## src/rtl/ai_fifo_rr_arb.sv

```systemverilog
// Round-robin read arbiter over NCH show-ahead FIFOs: grants one channel at a time,
// pops up to BURST words through a single registered output stage with back-pressure.
module ai_fifo_rr_arb #(
    parameter int NCH   = 4,
    parameter int DW    = 3,
    parameter int BURST = 8
) (
    input  logic              RCLOCK,
    input  logic              RESET,
    input  logic              enable,
    input  logic [NCH-1:0]    fifo_empty,
    input  logic [NCH*DW-1:0] fifo_rdata,
    output logic [NCH-1:0]    fifo_re,
    output logic              out_valid,
    input  logic              out_ready,
    output logic [DW-1:0]     out_data,
    output logic [2:0]        out_ch,
    output logic              grant_done,
    output logic              busy
);

    localparam int IW = (NCH > 1) ? $clog2(NCH) : 1;
    localparam logic [6:0] BURST_C = 7'(BURST);
    localparam logic [IW-1:0] LAST_CH = IW'(NCH - 1);

    typedef enum logic [1:0] {
        IDLE  = 2'd0,
        DRAIN = 2'd1,
        END   = 2'd2
    } state_t;

    state_t        state;
    state_t        state_nxt;
    logic [IW-1:0] gnt;
    logic [IW-1:0] rr_ptr;
    logic [IW-1:0] pick;
    logic [6:0]    cnt;
    logic [6:0]    cnt_inc;
    logic          space;
    logic          pop;
    logic [DW-1:0] rdata_arr [NCH];

    for (genvar i = 0; i < NCH; i++) begin : g_unpack
        assign rdata_arr[i] = fifo_rdata[i*DW +: DW];
    end

    // First non-empty channel at or after ptr, wrapping modulo NCH.
    function automatic logic [IW-1:0] rr_pick(input logic [NCH-1:0] empty,
                                              input logic [IW-1:0]  ptr);
        logic [IW-1:0] sel;
        logic          found;
        int            idx;
        sel   = ptr;
        found = 1'b0;
        for (int k = 0; k < NCH; k++) begin
            idx = int'(ptr) + k;
            if (idx >= NCH) begin
                idx = idx - NCH;
            end
            if (!found && !empty[IW'(idx)]) begin
                sel   = IW'(idx);
                found = 1'b1;
            end
        end
        return sel;
    endfunction

    assign pick    = rr_pick(fifo_empty, rr_ptr);
    assign space   = !out_valid || out_ready;
    assign cnt_inc = cnt + 7'd1;

    always_ff @(posedge RCLOCK or negedge RESET) begin
        if (!RESET) begin
            state <= IDLE;
        end else begin
            state <= state_nxt;
        end
    end

    always_comb begin
        state_nxt  = state;
        pop        = 1'b0;
        fifo_re    = '0;
        grant_done = 1'b0;
        busy       = (state != IDLE);
        case (state)
            IDLE: begin
                if (enable && (fifo_empty != {NCH{1'b1}})) begin
                    state_nxt = DRAIN;
                end
            end
            DRAIN: begin
                pop          = !fifo_empty[gnt] && space && (cnt < BURST_C);
                fifo_re[gnt] = pop;
                // A pop in the cycle enable drops is still taken; the grant closes after it.
                if ((pop && (cnt_inc == BURST_C)) || (cnt >= BURST_C) ||
                    (fifo_empty[gnt] && space) || !enable) begin
                    state_nxt = END;
                end
            end
            END: begin
                grant_done = 1'b1;
                state_nxt  = IDLE;
            end
            default: begin
                state_nxt = IDLE;
            end
        endcase
    end

    always_ff @(posedge RCLOCK or negedge RESET) begin
        if (!RESET) begin
            gnt    <= '0;
            cnt    <= '0;
            rr_ptr <= '0;
        end else begin
            case (state)
                IDLE: begin
                    if (state_nxt == DRAIN) begin
                        gnt <= pick;
                        cnt <= '0;
                    end
                end
                DRAIN: begin
                    if (pop) begin
                        cnt <= cnt_inc;
                    end
                end
                END: begin
                    rr_ptr <= (gnt == LAST_CH) ? '0 : gnt + IW'(1);
                end
                default: begin
                    cnt <= cnt;
                end
            endcase
        end
    end

    // Output holding register: loads on a pop, empties on accept with no refill.
    always_ff @(posedge RCLOCK or negedge RESET) begin
        if (!RESET) begin
            out_valid <= 1'b0;
            out_data  <= '0;
            out_ch    <= '0;
        end else if (pop) begin
            out_valid <= 1'b1;
            out_data  <= rdata_arr[gnt];
            out_ch    <= 3'(gnt);
        end else if (out_valid && out_ready) begin
            out_valid <= 1'b0;
        end
    end

endmodule

```

## config.mk

```make
export PLATFORM = sky130hd
export DESIGN_NAME = ai_fifo_rr_arb
export DESIGN_NICKNAME = d
export VERILOG_FILES = /design/src/rtl/ai_fifo_rr_arb.sv
export SDC_FILE = /design/constraint.sdc
export NUM_CORES = 1
export LEC_CHECK = 0
export CORE_MARGIN = 2
export CORE_UTILIZATION = 35
export CTS_BUF_LIST = sky130_fd_sc_hd__clkbuf_16
export DETAILED_ROUTE_END_ITERATION = 7
export RECOVER_POWER = 50
export SYNTH_ARGS = -nofsm -noshare
export SYNTH_HDL_FRONTEND = slang
export SYNTH_SLANG_ARGS = --single-unit
export TNS_END_PERCENT = 30
```

## constraint.sdc

```tcl
create_clock -name RCLOCK -period 1.9 [get_ports RCLOCK]
set_input_delay 0.19 -clock RCLOCK [delete_from_list [all_inputs] [get_ports RCLOCK]]
set_output_delay 0.19 -clock RCLOCK [all_outputs]
set_load 0.005 [all_outputs]
```

# Word level (Yosys, flattened, before mapping)
# Index checks and enable logic that the tools add are counted.
# word_totals
ff_bits	19
output_inout_bits	13
wordCells	109
# classes
addsub	9
magnitude_cmp	13
eq_ne	8
muxes	42
bitwise	2
n_reduce_logical	28
# op_table
cell	count
2-to-1 mux 2 bit	11
2-to-1 mux 1 bit	17
< comparator 2 x 4 -> 1 bit, second input constant	4
2-to-1 mux 7 bit	2
one-hot mux 7 bit (2 select lines)	1
greater-or-equal comparator 3 bit, second input constant	4
binary-select mux 1 bit (select 2 bit)	5
logical AND 1 bit	10
logical NOT 1 bit	8
subtractor 2 x 1 -> 2 bit, second input constant	4
adder 7 x 1 -> 7 bit, second input constant	1
equality test 7 x 4 -> 1 bit, second input constant	1
greater-or-equal comparator 7 x 4 -> 1 bit, second input constant	1
< comparator 7 x 4 -> 1 bit, second input constant	1
adder 2 x 2 -> 3 bit, second input constant	2
binary-select mux 3 bit (select 2 bit)	1
2-to-1 mux 3 bit	2
nonzero test 2 bit	3
bitwise AND 4 bit	1
equality test 2 x 1 -> 1 bit, second input constant	2
equality test 2 bit, second input constant	2
logical OR 1 bit	4
2-to-1 mux 4 bit	1
inequality test 2 bit, second input constant	2
12 further kinds	12

# Longest topological paths before layout
# logic_depth
depth_word	15
mapped_depth	6
ltp_nobuf	5

# Least setup slack after synthesis
# No wires, ideal clock.
# synth_path
kind	register -> register
start	register gnt[0]
end	register out_ch[0]
arrival_time_ns	1.892
slack_ns	-0.117
path_stages_with_launch	6
n_path_buf	2
synth_period_minus_slack_ns	2.017
path_cell_list	dfrtp_1 -> buf_6 -> mux4_2 -> or4_4 -> buf_6 -> mux2_4
# synth_between
elab_chain_len	6
# synth_lines
element	line_no	text
from (decl)	34	logic [IW-1:0] gnt;
from (signal assigned)	120	gnt <= pick;
binary-select mux 1 bit (select 2 bit)	93	pop = !fifo_empty[gnt] && space && (cnt < BURST_C);
2-to-1 mux 1 bit (not written as such)	93	
logical NOT 1 bit	93	
logical AND 1 bit (2 in a row)	93	
2-to-1 mux 1 bit	86	case (state)
to (signal assigned)	148	out_ch <= 3'(gnt);
to (decl)	17	output logic [2:0] out_ch,
# Parallel ways exist; a longest one is shown, timed or not. The select of a mux whose other input is x is not followed.
# A chain may end at the register's enable or synchronous reset.

# Worst setup path after layout
# layout_path
start	register cnt[4]
end	output port fifo_re[1]
# layout_between
elab_chain_len	4
# layout_lines
element	line_no	text
from (decl)	37	logic [6:0] cnt;
from (signal assigned)	126	cnt <= cnt_inc;
from (signal assigned)	133	cnt <= cnt;
< comparator 7 x 4 -> 1 bit	93	
logical AND 1 bit	93	
bitwise AND 4 bit (no source line)	-	
2-to-1 mux 4 bit	86	
to (decl)	13	output logic [NCH-1:0] fifo_re,
# No other way between the ends.

==> results.md <==
* # nets final at 183
* Async set or reset register ratio after synthesis at 1.00
* Placement Cell Area at 1620 sq um
* Dpl ws at -393 ps
* Io pins at 33
* Max-cap violation count at 0
* First-pass DRT Iterations at 4
* Largest net degree at the start of global routing at 20
* CTS H-tree depth at 1
* Vias at 968
* Die area at 3810 sq um
* Worst setup SP type: register
* Status: finished, violations left
* Slew Viols, Final at 0
* CP endpoint kind: primary output
* Share of post-route cells with drive strength above 1 at 0.297
* Final instance area at 1750 sq um
* Routability cong. at 0.694
* Yosys warns at 0
* Syn avg cell area at 11.2 sq um
* Slowest cell delay on critical path at 570 ps
* TNS Setup at -1980 ps
* Clock Tree Buf Depth at 2
* CTS tree: built
* Slew headroom at 0.327
* Number of synthesized flops with an enable pin at 0
* Die width at 61.7 um
* Highest Clock Rate at 473 MHz
* Die H at 61.7 um
* Final-layout fill cell count at 285
* Total routed wirelength at 2620 um
* CP Data Arrival Time at 1920 ps
* Slew @ Worst Pin at 1010 ps
* Netlist cell types at 34
* Final worst-path cycle share at 1.11
* CP delay by family, top: simple AND/OR/NAND/NOR gates
* GR Util All Layers at 0.165
* Total gr overflow at 0
* Hold Path Class: reg2reg
* First-pass GRT wire length at 4520 um
* Setup Viol. Count Final at 15
* Crit-path max FO at 4
* Final worst slack at -212 ps
* FF+latch count, synth at 19
* Ant diodes at 0
* Failing checks: negative setup slack
* # hold bufs at CTS at 0
* Clock transition at the registers of the reported paths at 50 ps
* Sink Count at 19
* Synth Cell Area at 1160 sq um
* Crit-path slowest cell: or4_4
* Power Density at 1280 nW/um^2
* Routed len/inst at 13.1 um
* Maximum vdd drop at 1030 uV
* Via density at 4.86
* Ys flop type: dfrtp_1
* Synthesis-to-finish area growth at 50.1%
* Fin Clk Skew at 2.63 ps
* Placeable Area at 3100 sq um
* Share of the yosys chip area belonging to registers at 0.408
* Commonest cells after routing, fill and taps aside: 26 x clkdlybuf4s50_1, 19 x dfrtp_1, 17 x buf_4, 8 x inv_1
* WS Path Type: reg2out
* CP Cell Sequence: or4_4 -> nor4_4 -> buf_4 -> and2_4 -> buf_6
* Initial antenna violation count at 0
* Syn_nets at 131
* # rows at 20
* Number of global-route vias before repair at 1001
* Worst Path Buf+Inv at 2
* Leak at 0.807 nW
* Min cycle time layout at 2110 ps
* Worst-Skew Late Latency at 250 ps
* Top-area cell type share of the netlist area at 0.408
* RSZ-0062 raised after global routing: true
* Largest area contributor in the netlist: dfrtp_1
* Commonest non-fill, non-tap cell in the layout: clkdlybuf4s50_1
* Top post-synthesis cells by area: dfrtp_1 41%, ha_1 7.5%, mux4_1 6.8%
* DRC viols at 0
* Cts bufs inserted at 3
* Port bufs at 31
* Starting Density at 0.375
* Critical path required time at 1710 ps
* Clock root buffer: clkbuf_16
* Post-DP HPWL at 1990 um
* Iteration-0 DRC Markers at 35
* Final hold vios at 0
* Syn Inst Count at 104
* Final ANT Viol Nets at 0
stage by stage:
step	hold slack, ps	util	total power, mW	instances
final	511	0.563	2.24	199
after global routing	535	0.563	2.40	199
after CTS	290	0.563	2.26	199
after detailed placement	496	0.523	1.74	192
after global placement	494	0.523	1.72	192
after floorplan	-106	-	1.26	104
report_power, final:
group | switching [mW] | internal (mW) | leakage [nW] | total [mW]
Combinational | 0.445 | 0.695 | 0.523 | 1.14
Sequential | 0.116 | 0.550 | 0.243 | 0.665
Clock | 0.149 | 0.282 | 0.0409 | 0.431
area by class of cell:
| cell class | count | area [sq um] | area share |
|---|---|---|---|
| multi-input combinational | 73 | 644 | 0.369 |
| tap | 44 | 55.1 | 0.0315 |
| inverter | 8 | 30.0 | 0.0172 |
| clock inverter | 1 | 5.00 | 0.00286 |
| sequential | 19 | 475 | 0.272 |
| clock buffer | 3 | 75.1 | 0.0429 |
| timing repair buffer | 51 | 463 | 0.265 |
synth_stat cells, drive strengths merged (2+ instances only):
master  count
mux2        8
o21ai       7
buf         3
nor3        4
and3        4
nor2        4
ha          7
a21oi       2
mux4        4
inv         8
or4         2
nor2b       4
dfrtp      19
nand2       6
nand3       4
and2        4
state kept, by name, summed over array words and instances (netlist names):
| name | cells |
|---|---|
| cnt | 7 |
| state | 2 |
| gnt | 2 |
| rr_ptr | 2 |
| out_data | 3 |
| out_valid | 1 |
| out_ch | 2 |
worst reg2reg max path: cells and delay by family (launching register included):
| kind | cells | cell delay, ps |
|---|---|---|
| buffers and inverters | 1 | 140 |
| muxes | 2 | 870 |
| and+or+nand+nor | 1 | 590 |
| DFF | 1 | 370 |
kinds of logic (layout without fill, tap and decap cells):
logic type | Yosys count | after routing | share of synthesized area
multiplexers | 12 | 12 | 0.171
other | 1 | 1 | 0.00322
AND/OR/NAND/NOR | 38 | 38 | 0.206
adder cells (fa/ha/maj) | 7 | 7 | 0.0752
AO/OA/AOI/OAI | 15 | 15 | 0.0816
buffers and inverters | 12 | 63 | 0.0548
flip-flops | 19 | 19 | 0.408
what timing repair did:
item                       CTS  global route
gates cloned                 0             0
setup endpoints to repair   15            15
pin swaps                   10             0
gates resized for setup     26             1
setup buffers                4             0
layer usage:
layer | vias up | part of all wire | wire length (um) | global-route usage
met5 | - | 0 | 0 | 0
met1 | 475 | 0.43 | 1130 | 0.207
met4 | 0 | 0 | 0 | 0.0182
li1 | 478 | - | - | -
met3 | 0 | 0.032 | 83 | 0.0455
met2 | 15 | 0.53 | 1400 | 0.293
final timing paths:
check	from	endpoint	slack, ps	depth (start not counted)
worst max-delay path	cnt[4]$_DFFE_PN0P_	fifo_re[1]	-210	5
worst min-delay path	out_ch[0]$_DFFE_PN0P_	out_ch[0]$_DFFE_PN0P_	510	1
max in group asynchronous	RESET	cnt[1]$_DFFE_PN0P_	660	2
worst min register to register	out_ch[0]$_DFFE_PN0P_	out_ch[0]$_DFFE_PN0P_	510	1
worst max register to register	gnt[0]$_DFFE_PN0P_	out_ch[1]$_DFFE_PN0P_	-190	4
min in group asynchronous	RESET	cnt[6]$_DFFE_PN0P_	630	2
(Power assumes the default switching activity.)
